## src/rtl/mem_port_arbiter.sv

```systemverilog
// Two-requester arbiter (ifetch = req0, LSU = req1) in front of a single-ported memory.
// Optional MEM_ARB_FIXED_PRIO_EN: LSU wins every tie instead of round-robin.
module mem_port_arbiter #(
    parameter int WIDTH          = 32,
    parameter int ADDR_WIDTH     = 32,
    parameter int TIMEOUT_CYCLES = 64
) (
    input  logic                  i_clk,
    input  logic                  i_rst_n,
    input  logic                  i_req0_valid,
    input  logic [ADDR_WIDTH-1:0] i_req0_addr,
    input  logic [WIDTH-1:0]      i_req0_wdata,
    input  logic                  i_req0_we,
    input  logic                  i_req1_valid,
    input  logic [ADDR_WIDTH-1:0] i_req1_addr,
    input  logic [WIDTH-1:0]      i_req1_wdata,
    input  logic                  i_req1_we,
    output logic                  o_req0_ready,
    output logic                  o_req1_ready,
    output logic                  o_rsp0_valid,
    output logic                  o_rsp1_valid,
    output logic                  o_rsp_err,
    output logic [WIDTH-1:0]      o_rsp_rdata,
    output logic                  o_sel,
    output logic                  o_mem_valid,
    output logic [ADDR_WIDTH-1:0] o_mem_addr,
    output logic [WIDTH-1:0]      o_mem_wdata,
    output logic                  o_mem_we,
    input  logic                  i_mem_ready,
    input  logic                  i_mem_rsp_valid,
    input  logic [WIDTH-1:0]      i_mem_rdata
);
    localparam int CW = $clog2(TIMEOUT_CYCLES + 1);

    typedef enum logic [1:0] {IDLE, ISSUE, WAIT} state_t;

    state_t        state;
    logic [CW-1:0] cnt;
    logic          next_sel;
    logic          win_valid;
    logic          accept;
    logic          rsp_hit;
    logic          tmo_hit;

`ifdef MEM_ARB_FIXED_PRIO_EN
    assign next_sel = i_req1_valid;
`else
    logic last_grant;
    // Single valid wins outright; on a tie, whoever did not win last time.
    assign next_sel = (i_req0_valid && i_req1_valid) ? ~last_grant : i_req1_valid;
`endif

    assign win_valid = o_sel ? i_req1_valid : i_req0_valid;
    assign accept    = (state == ISSUE) && i_mem_ready;
    assign rsp_hit   = (state == WAIT) && i_mem_rsp_valid;
    // A response arriving on the final cycle beats the timeout.
    assign tmo_hit   = (state == WAIT) && !i_mem_rsp_valid && (cnt >= CW'(TIMEOUT_CYCLES - 1));

    assign o_mem_valid  = (state == ISSUE);
    assign o_req0_ready = accept && !o_sel;
    assign o_req1_ready = accept &&  o_sel;

    assign o_mem_addr  = o_sel ? i_req1_addr  : i_req0_addr;
    assign o_mem_wdata = o_sel ? i_req1_wdata : i_req0_wdata;
    assign o_mem_we    = o_sel ? i_req1_we    : i_req0_we;

    always_ff @(posedge i_clk or negedge i_rst_n) begin
        if (!i_rst_n) begin
            state        <= IDLE;
            o_sel        <= 1'b0;
            cnt          <= '0;
            o_rsp0_valid <= 1'b0;
            o_rsp1_valid <= 1'b0;
            o_rsp_err    <= 1'b0;
            o_rsp_rdata  <= '0;
`ifndef MEM_ARB_FIXED_PRIO_EN
            last_grant   <= 1'b1;
`endif
        end else begin
            o_rsp0_valid <= 1'b0;
            o_rsp1_valid <= 1'b0;
            o_rsp_err    <= 1'b0;
            case (state)
                IDLE: begin
                    if (i_req0_valid || i_req1_valid) begin
                        o_sel <= next_sel;
`ifndef MEM_ARB_FIXED_PRIO_EN
                        last_grant <= next_sel;
`endif
                        state <= ISSUE;
                    end
                end
                ISSUE: begin
                    if (i_mem_ready) begin
                        cnt   <= '0;
                        state <= WAIT;
                    end else if (!win_valid) begin
                        state <= IDLE;
                    end
                end
                WAIT: begin
                    if (rsp_hit) begin
                        o_rsp_rdata  <= i_mem_rdata;
                        o_rsp0_valid <= !o_sel;
                        o_rsp1_valid <= o_sel;
                        state        <= IDLE;
                    end else if (tmo_hit) begin
                        o_rsp_rdata  <= '0;
                        o_rsp_err    <= 1'b1;
                        o_rsp0_valid <= !o_sel;
                        o_rsp1_valid <= o_sel;
                        state        <= IDLE;
                    end else if (cnt != CW'(TIMEOUT_CYCLES)) begin
                        cnt <= cnt + 1'b1;
                    end
                end
                default: state <= IDLE;
            endcase
        end
    end
endmodule

```

## config.mk

```make
export PLATFORM = sky130hd
export DESIGN_NAME = mem_port_arbiter
export DESIGN_NICKNAME = d
export VERILOG_FILES = /design/src/rtl/mem_port_arbiter.sv
export SDC_FILE = /design/constraint.sdc
export NUM_CORES = 1
export LEC_CHECK = 0
export BUFFER_PORTS_ARGS = -buffer_cell sky130_fd_sc_hd__buf_2
export CAP_MARGIN = 10
export CELL_PAD_IN_SITES_DETAIL_PLACEMENT = 0
export CELL_PAD_IN_SITES_GLOBAL_PLACEMENT = 1
export CORE_AREA = 2 2 107 109
export CTS_BUF_LIST = sky130_fd_sc_hd__clkbuf_8
export DETAILED_ROUTE_END_ITERATION = 12
export DIE_AREA = 0 0 109 111
export PLACE_DENSITY_LB_ADDON = 0.12
export SLEW_MARGIN = 20
export SYNTH_ARGS = -nofsm -noshare
export SYNTH_HDL_FRONTEND = slang
export SYNTH_SLANG_ARGS = --single-unit
```

## constraint.sdc

```tcl
create_clock -name i_clk -period 2.7 [get_ports i_clk]
set_input_delay 0.135 -clock i_clk [delete_from_list [all_inputs] [get_ports i_clk]]
set_output_delay 0.135 -clock i_clk [all_outputs]
set_load 0.01 [all_outputs]
```

After elaboration in Yosys (flattened, before gate mapping)
Cells that the tools add are included.
{ "word_totals": {"output_inout_bits": 104, "wordCells": 65, "ff_bits": 46, "in_bits": 168} }
{ "classes": {"n_reduce_logical": 17, "muxes": 27, "n_eq_ne": 10, "n_bitwise": 1, "add_sub_neg": 1, "order_cmp": 1} }
{ "ops": {"columns": ["op", "count"], "rows": [
  ["two-way mux 32 bit", 4],
  ["two-way mux 7 bit", 4],
  ["case mux 7 bit (2 select lines)", 1],
  ["two-way mux 1 bit", 12],
  ["two-way mux 2 bit", 5],
  ["adder 7 x 1 -> 7 bit, second input constant", 1],
  ["greater-or-equal comparator 7 x 6 -> 1 bit, second input constant", 1],
  ["logical AND 1 bit", 7],
  ["!= test 7 bit, second input constant", 1],
  ["!= test 2 bit, second input constant", 3],
  ["!= test 3 bit, second input constant", 2],
  ["case mux 2 bit (3 select lines)", 1],
  ["AND reduction 5 bit", 1],
  ["!= test 2 x 1 -> 1 bit, second input constant", 2],
  ["AND reduction 2 bit", 2],
  ["nonzero test 2 bit", 2],
  ["AND reduction 3 bit", 1],
  ["equality test 2 x 1 -> 1 bit, second input constant", 1],
  ["equality test 2 bit, second input constant", 1],
  ["zero test 1 bit", 2],
  ["zero test 2 bit", 1],
  ["logical OR 1 bit", 1],
  ["NOT 1 bit", 1]
]} }

Depth between registers and ports, before layout
Gate-level depths: netlist of the first run.
{ "logic_depth": {"ltp_word": 6, "ltp_mapped": 6, "mapped_depth_nobuf": 6} }

Worst setup path before layout of the first run
No wires, ideal clock.
{ "synth_path": {"path_type": "register to register", "startpoint": "register cnt[2]", "endpoint": "register cnt[2]", "setup_slack_ns": 1.106, "period_less_slack_ns": 1.594, "n_path_buf": 0, "required_ns": 2.574, "setup_ns": 0.126, "path_stages_with_launch": 5, "arrival_ns": 1.468, "cell_sequence": "dfrtp_1 or4b_1 o211ai_2 nor4b_1 a311o_1"} }
{ "synth_between": {"elab_chain_cells": 5, "word_cells_on_any_way": 11, "classes_between": "1 x add/sub; 1 x order compare; 3 x eq/ne; 4 x mux; 2 x reduce/logical"} }
{ "synth_rtl": {"columns": ["element", "line_no", "text"], "rows": [
  ["start: declaration", "38", "logic [CW-1:0] cnt;"],
  ["start signal: assignment", "114", "cnt <= cnt + 1'b1;"],
  ["adder 7 x 1 -> 7 bit", "114", null],
  ["two-way mux 7 bit", "113", "end else if (cnt != CW'(TIMEOUT_CYCLES)) begin"],
  ["two-way mux 7 bit", "107", "end else if (tmo_hit) begin"],
  ["two-way mux 7 bit", "102", "if (rsp_hit) begin"],
  ["case mux 7 bit (2 select lines)", "83", "case (state)"]
]} }
Parallel ways exist; a longest one is shown, timed or not. The select of a mux whose other input is x is not followed.
A chain may end at the register's enable or synchronous reset.

Worst setup path after layout of the first run
{ "layout_path": {"startpoint": "register o_sel", "endpoint": "output port o_mem_wdata[25]"} }
{ "layout_between": {"elab_chain_cells": 1} }
{ "layout_rtl": {"columns": ["element", "line_no", "text"], "rows": [
  ["start: declaration", "24", "output logic o_sel,"],
  ["start signal: assignment", "86", "o_sel <= next_sel;"],
  ["two-way mux 32 bit", "64", "assign o_mem_wdata = o_sel ? i_req1_wdata : i_req0_wdata;"],
  ["end: declaration", "27", "output logic [WIDTH-1:0] o_mem_wdata,"]
]} }
Every way passes these cells.

==> flow_summary.toml, run 1 <==
[status]
status = "completed"

[critical_path]
startpoint_type = "flip-flop"
cp_slowest_stage_delay_ns = 0.78
critical_path_required_ns = 2.57
rr_startpoint = "state[0]"
cp-end-kind = "output pin"
arrival_ns = 1.98
cp-startpoint = "o_sel"
cp_cell_sequence = "buf_4, mux2_2, buf_2"
crit_fanout = 28
crit_type = "flip-flop to output pin"
slowest_stage = "dfrtp_2"

[sta]
slew_headroom_pct = 54.6
finalHoldViolations = 0
worstMarginPinSlew_ns = 0.679
worst_slack_ns = 0.582
fin_tns_setup_ns = 0
fin_worst_skew_ns = 0.00836
min_period_ns = 2.12
setup_violations = 0
fmax_mhz = 472
rsz0062_at_grt = "false"
fin_crit_sh_pct = 78.4
drv_slew = 0

[floorplanning]
core_um2 = 11100
dieWidth_um = 109
initial_utilization_pct = 24.4
pin_count = 272
die_height_um = 111
fp-row-count = 39
die-area_um2 = 12100

[clock_tree]
cts.reportedPaths.clkPinSlew_ns = 0.09
cts_buffers = 5
cts_tree = "built"
htreeDepth = 2
post-cts-setup-buffers = 0
worst_skew_pair.late_latency_ns = 0.30
clkSinkCount = 46
clockBufferDepth = 2
cts_root_buf = "clkbuf_8"

[finish]
final_cells = 639
drive_above_1_share_pct = 72.3
area_growth_pct = 59.8
finalNetCount = 666
fin_util_pct = 39.1

[drt]
vias = 2859
drt_first_pass_iters = 4
final_antenna_net_count = 0
route.detailed.drc = 0
wirelength_um = 11500
avgRoutedWirePerCell_um = 18.1
avgViaCountPerCell = 4.47
dr.first_iter.drc_count = 160

[power_and_ir_drop]
power.share.sequential_pct = 29.5
power_frac_comb_pct = 57.5
p_total_mw = 3.99
p_sw_mw = 1.59
p_int_mw = 2.40
power.leakage_nw = 2.32
p_sw_share_pct = 39.9
pwr-share-clk_pct = 12.9
max-vdd-ir-drop_mv = 0.438
power.density_cell_area_nw_per_um2 = 923

[yosys]
synth_cells = 227
synthXorXnorAreaFrac_pct = 0
yosysWarnings = 0
synth.area.mux_share_pct = 28.2
avgSynthCellArea_um2 = 11.9
syn_nets = 400
yosysSeqAreaShare_pct = 42.6
yosys.area_share.simple_pct = 7.49
yosysUniqueCellTypes = 38
ys_ff_latch = 46
synth_area_um2 = 2710
yosys.area_share.adder_pct = 2.31
synth_compound_area_share_pct = 15.8
synth_top_family_by_area = "multiplexers"

[global_routing]
grt_usage_pct = 18.2
first_global_vias = 2789
grt_max_degree = 47
grt_antenna_before_repair = 4
grt_overflow = 0
grt_pass1_wl_um = 16300

[placement]
place_ws_ns = 0.722
dp_hpwl_um = 9470
dpl.cell_count = 628
gp_congestion = 0.814
io_buffers = 271

[worst_hold_path]
hold_path.class = "input pin to flip-flop"
hold_path.startpoint = "i_mem_rsp_valid"

[job]
cap_violations = 0
## Yosys cell counts, drive strengths merged
cell type   n  area [µm²]
nand2b      2        12.5
nor2        7        26.3
a311o       1        10.0
mux2       67         754
o22a        1        8.76
buf         4        38.8
nand2       9        36.3
a31oi       1        6.26
o21a        1        7.51
dfrtp      45        1130
nand3       4        20.0
a21oi       6        30.0
or4b        1        10.0
o211a       1        10.0
o21ai       1        8.76
and3        4        26.3
nor3b       1        7.51
and2        2        13.8
dfstp       1        26.3
nor4b       2        17.5
a211o       2        17.5
inv         4        15.0
nor2b       1        6.26
nor4        2        12.5
ha          5        62.6
clkbuf     12        45.0
a32o        1        10.0
a22o       33         289
o211ai      2        20.0
nand3b      1        7.51
mux2i       1        10.0
a21o        1        8.76
nand4       1        6.26
## worst paths after layout
check	to	slack (ns)	cells after the start
min in group asynchronous	o_rsp_rdata[23]	0.37	2
hold / removal	o_rsp_err	0.02	2
setup reg to reg	o_rsp_rdata[10]	0.73	4
setup / recovery	o_mem_wdata[25]	0.58	3
hold reg to reg	o_rsp_rdata[5]	0.51	1
max in group asynchronous	o_sel	1.90	2
## final cells by class
cell class	instances	area [µm²]
Antenna cell	2	5.00
Clock buffer	5	68.8
Clock inverter	3	45.0
Fill cell	1122	6750
Inverter	4	15.0
Multi-Input combinational cell	161	1460
Sequential cell	46	1150
Tap cell	143	179
Timing Repair Buffer	275	1400
## metrics by stage
| step | area [µm²] | hold WS, ns |
|---|---|---|
| global route | 4320 | 0.0271 |
| floorplan | 2710 | -0.161 |
| finish | 4330 | 0.0226 |
| CTS | 4310 | 0.0107 |
| global placement | 4200 | 0.323 |
| detailed placement | 4200 | 0.333 |
## layout by cell type (no fill, tap or decap), types with 2 or more instances in the layout
master	netlist	routed
nand2_1	8	8
dfrtp_1	45	44
and3_1	3	3
buf_2	1	270
nand3_1	4	4
clkinvlp_4	0	2
ha_1	5	5
buf_4	0	3
nor2_1	7	7
a21oi_1	6	6
diode_2	0	2
a22o_1	33	33
nor4b_1	2	2
mux2_2	67	67
clkbuf_8	0	5
nand2b_1	2	2
inv_1	4	4
a211o_1	2	2
nor4_1	2	2
## state kept, by name, summed over array words and instances (netlist names)
register / cells
o_rsp0_valid: 1
cnt: 7
last_grant: 1
o_rsp_err: 1
state: 2
o_rsp_rdata: 32
o_sel: 1
o_rsp1_valid: 1
## power groups by stage
stage	Sequential, mW	Clock [mW]	Combinational [mW]
global placement	1.20	0	2.30
finish	1.18	0.516	2.30
global route	1.23	0.556	2.49
detailed placement	1.17	0	2.34
floorplan	1.21	0	1.34
CTS	1.18	0.533	2.33
## kinds of logic (layout without fill, tap and decap cells)
group | Yosys count | after routing
multiplexers | 68 | 68
AO/OA/AOI/OAI | 51 | 51
flip-flops | 46 | 46
AND/OR/NAND/NOR | 37 | 37
buffers and inverters | 20 | 287
adder cells (fa/ha/maj) | 5 | 5
other | 0 | 2
## metal layers
layer | up-vias | global-route usage (%) | share of wire, %
met2 | 160 | 28.5 | 45
met3 | 11 | 6.94 | 12
met4 | 4 | 3.08 | 0.99
met1 | 1298 | 24.1 | 42
li1 | 1386 | - | -
met5 | - | 0 | 0.29
## worst max-delay path: cells and delay by family, from the launching register on
| kind | cells | cell delay [ns] |
|---|---|---|
| buf+inv | 2 | 0.54 |
| flops | 1 | 0.78 |
| mux | 1 | 0.36 |
## timing repair
item                      4_1_cts  5_1_grt
resized for setup               0        0
hold buffers                    0        1
hold endpoints to repair        0       45
Power figures use the tool's default switching activity.
==> run 2: changes to the inputs <==
--- a/config.mk
+++ b/config.mk
@@ -5,14 +5,15 @@
 export SDC_FILE = /design/constraint.sdc
 export NUM_CORES = 1
 export LEC_CHECK = 0
+export ABC_AREA = 1
 export BUFFER_PORTS_ARGS = -buffer_cell sky130_fd_sc_hd__buf_2
 export CAP_MARGIN = 10
 export CELL_PAD_IN_SITES_DETAIL_PLACEMENT = 0
 export CELL_PAD_IN_SITES_GLOBAL_PLACEMENT = 1
-export CORE_AREA = 2 2 107 109
+export CORE_MARGIN = 2
+export CORE_UTILIZATION = 22
 export CTS_BUF_LIST = sky130_fd_sc_hd__clkbuf_8
 export DETAILED_ROUTE_END_ITERATION = 12
-export DIE_AREA = 0 0 109 111
 export PLACE_DENSITY_LB_ADDON = 0.12
 export SLEW_MARGIN = 20
 export SYNTH_ARGS = -nofsm -noshare
==> constraint.sdc (replaced) <==
create_clock -name i_clk -period 1.7 [get_ports i_clk]
set_input_delay 0.085 -clock i_clk [delete_from_list [all_inputs] [get_ports i_clk]]
set_output_delay 0.085 -clock i_clk [all_outputs]
set_load 0.01 [all_outputs]
==> run 2 against run 1 <==
Effect of this change: synthesized area grew 10%; die area grew 20%; count of clock-buffer cells in the layout is the same; critical path type is now flip-flop to flip-flop; synthesized cell count grew 100%; clock skew grew 0.0012 ns; sequential share of layout area shrank 3.9 points; routed wire length grew 6.8%; global-route usage shrank 1.8 points; non-clock buffer count grew 41; largest cell class is now non-clock buffers.
==> flow_summary.toml, run 2 <==
[sta]
rsz0062_at_grt = "false"
fin_worst_skew_ns = 0.00957
drv_slew = 0
fin_tns_setup_ns = 0
fin_crit_sh_pct = 92.4
finalHoldViolations = 0
slew_headroom_pct = 64.4
min_period_ns = 1.57
worstMarginPinSlew_ns = 0.534
fmax_mhz = 637
setup_violations = 0

[drt]
avgViaCountPerCell = 4.14
dr.first_iter.drc_count = 132
route.detailed.drc = 0
wl_met2_um = 6310
maxUsedRoutingLayer = "met5"
drt_first_pass_iters = 4
final_antenna_net_count = 0
avgRoutedWirePerCell_um = 13.2
met1_length_um = 4770
vias = 3860
wirelength_um = 12300
wl_met3_um = 1050

[clock_tree]
cts.reportedPaths.clkPinSlew_ns = 0.09
cts_buffers = 5
cts_tree = "built"
cts_root_buf = "clkbuf_8"
worst_skew_pair.late_latency_ns = 0.30
clkSinkCount = 46
post-cts-setup-buffers = 0
clockBufferDepth = 2
htreeDepth = 2

[global_routing]
first_global_vias = 3748
grt_max_degree = 69
grt_overflow = 0
grt_usage_pct = 16.4
grt_antenna_before_repair = 3
grt_pass1_wl_um = 19200

[finish]
finalNetCount = 927
final_cell_mix = "285 x nand2_1, 271 x buf_2, 44 x dfrtp_1"
top_regs = "o_rsp_rdata (32), cnt (7), state (2)"
final_cell_area_um2 = 5070
regMostFlops = "o_rsp_rdata"
largest_register_ffs = 32
area_growth_pct = 69.7
final_common_cell = "nand2_1"
drive_above_1_share_pct = 42.6

[yosys]
synth_edf_count = 0
yosysSeqAreaShare_pct = 38.6
synth_ff_type = "dfrtp_1"
avgSynthCellArea_um2 = 6.54
yosysWarnings = 0
yosysMostFrequentCell = "nand2_1"
synth_cells = 457
yosysUniqueCellTypes = 23
synth_area_leader_cell = "dfrtp_1"
ys_ff_latch = 46
async_flop_share_pct = 100
syn_nets = 630
synth_area_um2 = 2990
synth_top_area_share_pct = 37.7
synth_area_leaders = "dfrtp_1 38%, nand2_1 36%, nand3_2 7.0%, nand3_1 3.0%, inv_1 2.3%"
synth_common_cells = "286 x nand2_1, 45 x dfrtp_1, 21 x nand3_2, 18 x inv_1, 18 x nand3_1"

[floorplanning]
die_height_um = 121
die-area_um2 = 14500
initial_utilization_pct = 22.6
core_um2 = 13200
dieWidth_um = 121
pin_count = 272
fp-row-count = 42

[job]
cap_violations = 0

[placement]
dp_hpwl_um = 9550
gp_congestion = 0.853
postPlaceCellArea_um2 = 4570
io_buffers = 271

[power_and_ir_drop]
max-vdd-ir-drop_mv = 0.402
power.leakage_nw = 3.13
power.density_cell_area_nw_per_um2 = 1290

[critical_path]
startpoint_type = "flip-flop"
cp_slowest_stage_delay_ns = 0.43
slowest_stage = "dfrtp_1"
crit_fanout = 19
arrival_ns = 1.75
cp_cell_sequence = "ha_1, nand2_1, nor2_1, nor2_1, nand2_1, nand2_4, clkbuf_16, a21oi_1"
crit_type = "flip-flop to flip-flop"
cp-end-kind = "flip-flop"
critical_path_required_ns = 1.88

[status]
status = "completed"

[worst_hold_path]
hold_path.class = "input pin to flip-flop"
run 2: cell count changes after synthesis, sizes merged, moves of 4 or more:
cell / before / now
nand2: 9 / 288
and3: 4 / 0
a22o: 33 / 0
o21ai: 1 / 5
buf: 4 / 14
inv: 4 / 19
nor2: 7 / 15
mux2: 67 / 0
a21oi: 6 / 2
nand4: 1 / 5
nand3: 4 / 39
run 2: routing by layer:
layer,vias up,global-route usage [%]
li1,1993,-
met1,1702,18.4
met2,150,29.7
met3,13,5.33
met4,2,4.29
met5,-,0
run 2: path summary, 6_finish.rpt:
check | startpoint | endpoint | slack (ns) | cells after the start
max | cnt[0] | o_rsp0_valid | 0.13 | 8
min | i_req1_valid | last_grant | 0.09 | 3
max reg2reg | cnt[0] | o_rsp0_valid | 0.13 | 8
min reg2reg | o_rsp_rdata[31] | o_rsp_rdata[31] | 0.50 | 2
max in group asynchronous | i_rst_n | last_grant | 0.80 | 3
min in group asynchronous | i_rst_n | o_rsp_rdata[19] | 0.30 | 2
run 2: cell type report:
class	count	area, µm²
antenna	2	5.00
clock buffer	5	68.8
clock inverter	3	23.8
fill	1479	8170
inverter	19	71.3
multi-input combinational	366	1650
sequential	46	1150
tap	176	220
timing repair buffer	316	1880
run 2: per-stage QoR:
step	total power [mW]	util, %	std cells	hold WS, ns	setup WS (ns)
final	6.52	38.3	933	0.0904	0.129
after global routing	7.18	38.3	932	0.140	0.00101
after CTS	6.62	37.7	929	0.0840	0.0503
after detailed placement	5.84	34.5	888	0.0936	0.0867
after global placement	5.80	34.5	888	0.0941	0.123
after floorplan	3.98	-	457	-0.211	0.247
run 2: power by group:
part           internal, mW  switching, mW  leakage [nW]
Combinational          1.63           2.44          2.51
Clock                 0.295          0.402        0.0408
Sequential             1.51          0.252         0.588
Total                  3.43           3.09          3.13
run 2: repair_timing:
item,in CTS,in global routing
endpoints found under the hold margin,53,0
endpoints found under the setup margin,0,15
gates resized for setup,0,5
hold buffers,33,0
run 2: logic make-up after synthesis:
kind of cell	count (synthesis)	share of synthesized area (%)
AOI/OAI and AO/OA	9	1.67
xor gates and xnor gates	1	0.293
adders and majority gates	5	2.09
buffers and inverters	45	6.99
DFF	46	38.6
and+or+nand+nor	351	50.4
run 2: critical path: cells and delay by family, from the launching register on:
family	cells	cell delay (ns)
fa+ha+maj	1	0.22
simple gates	5	0.50
buf+inv	1	0.23
flops	1	0.43
compound gates	1	0.08
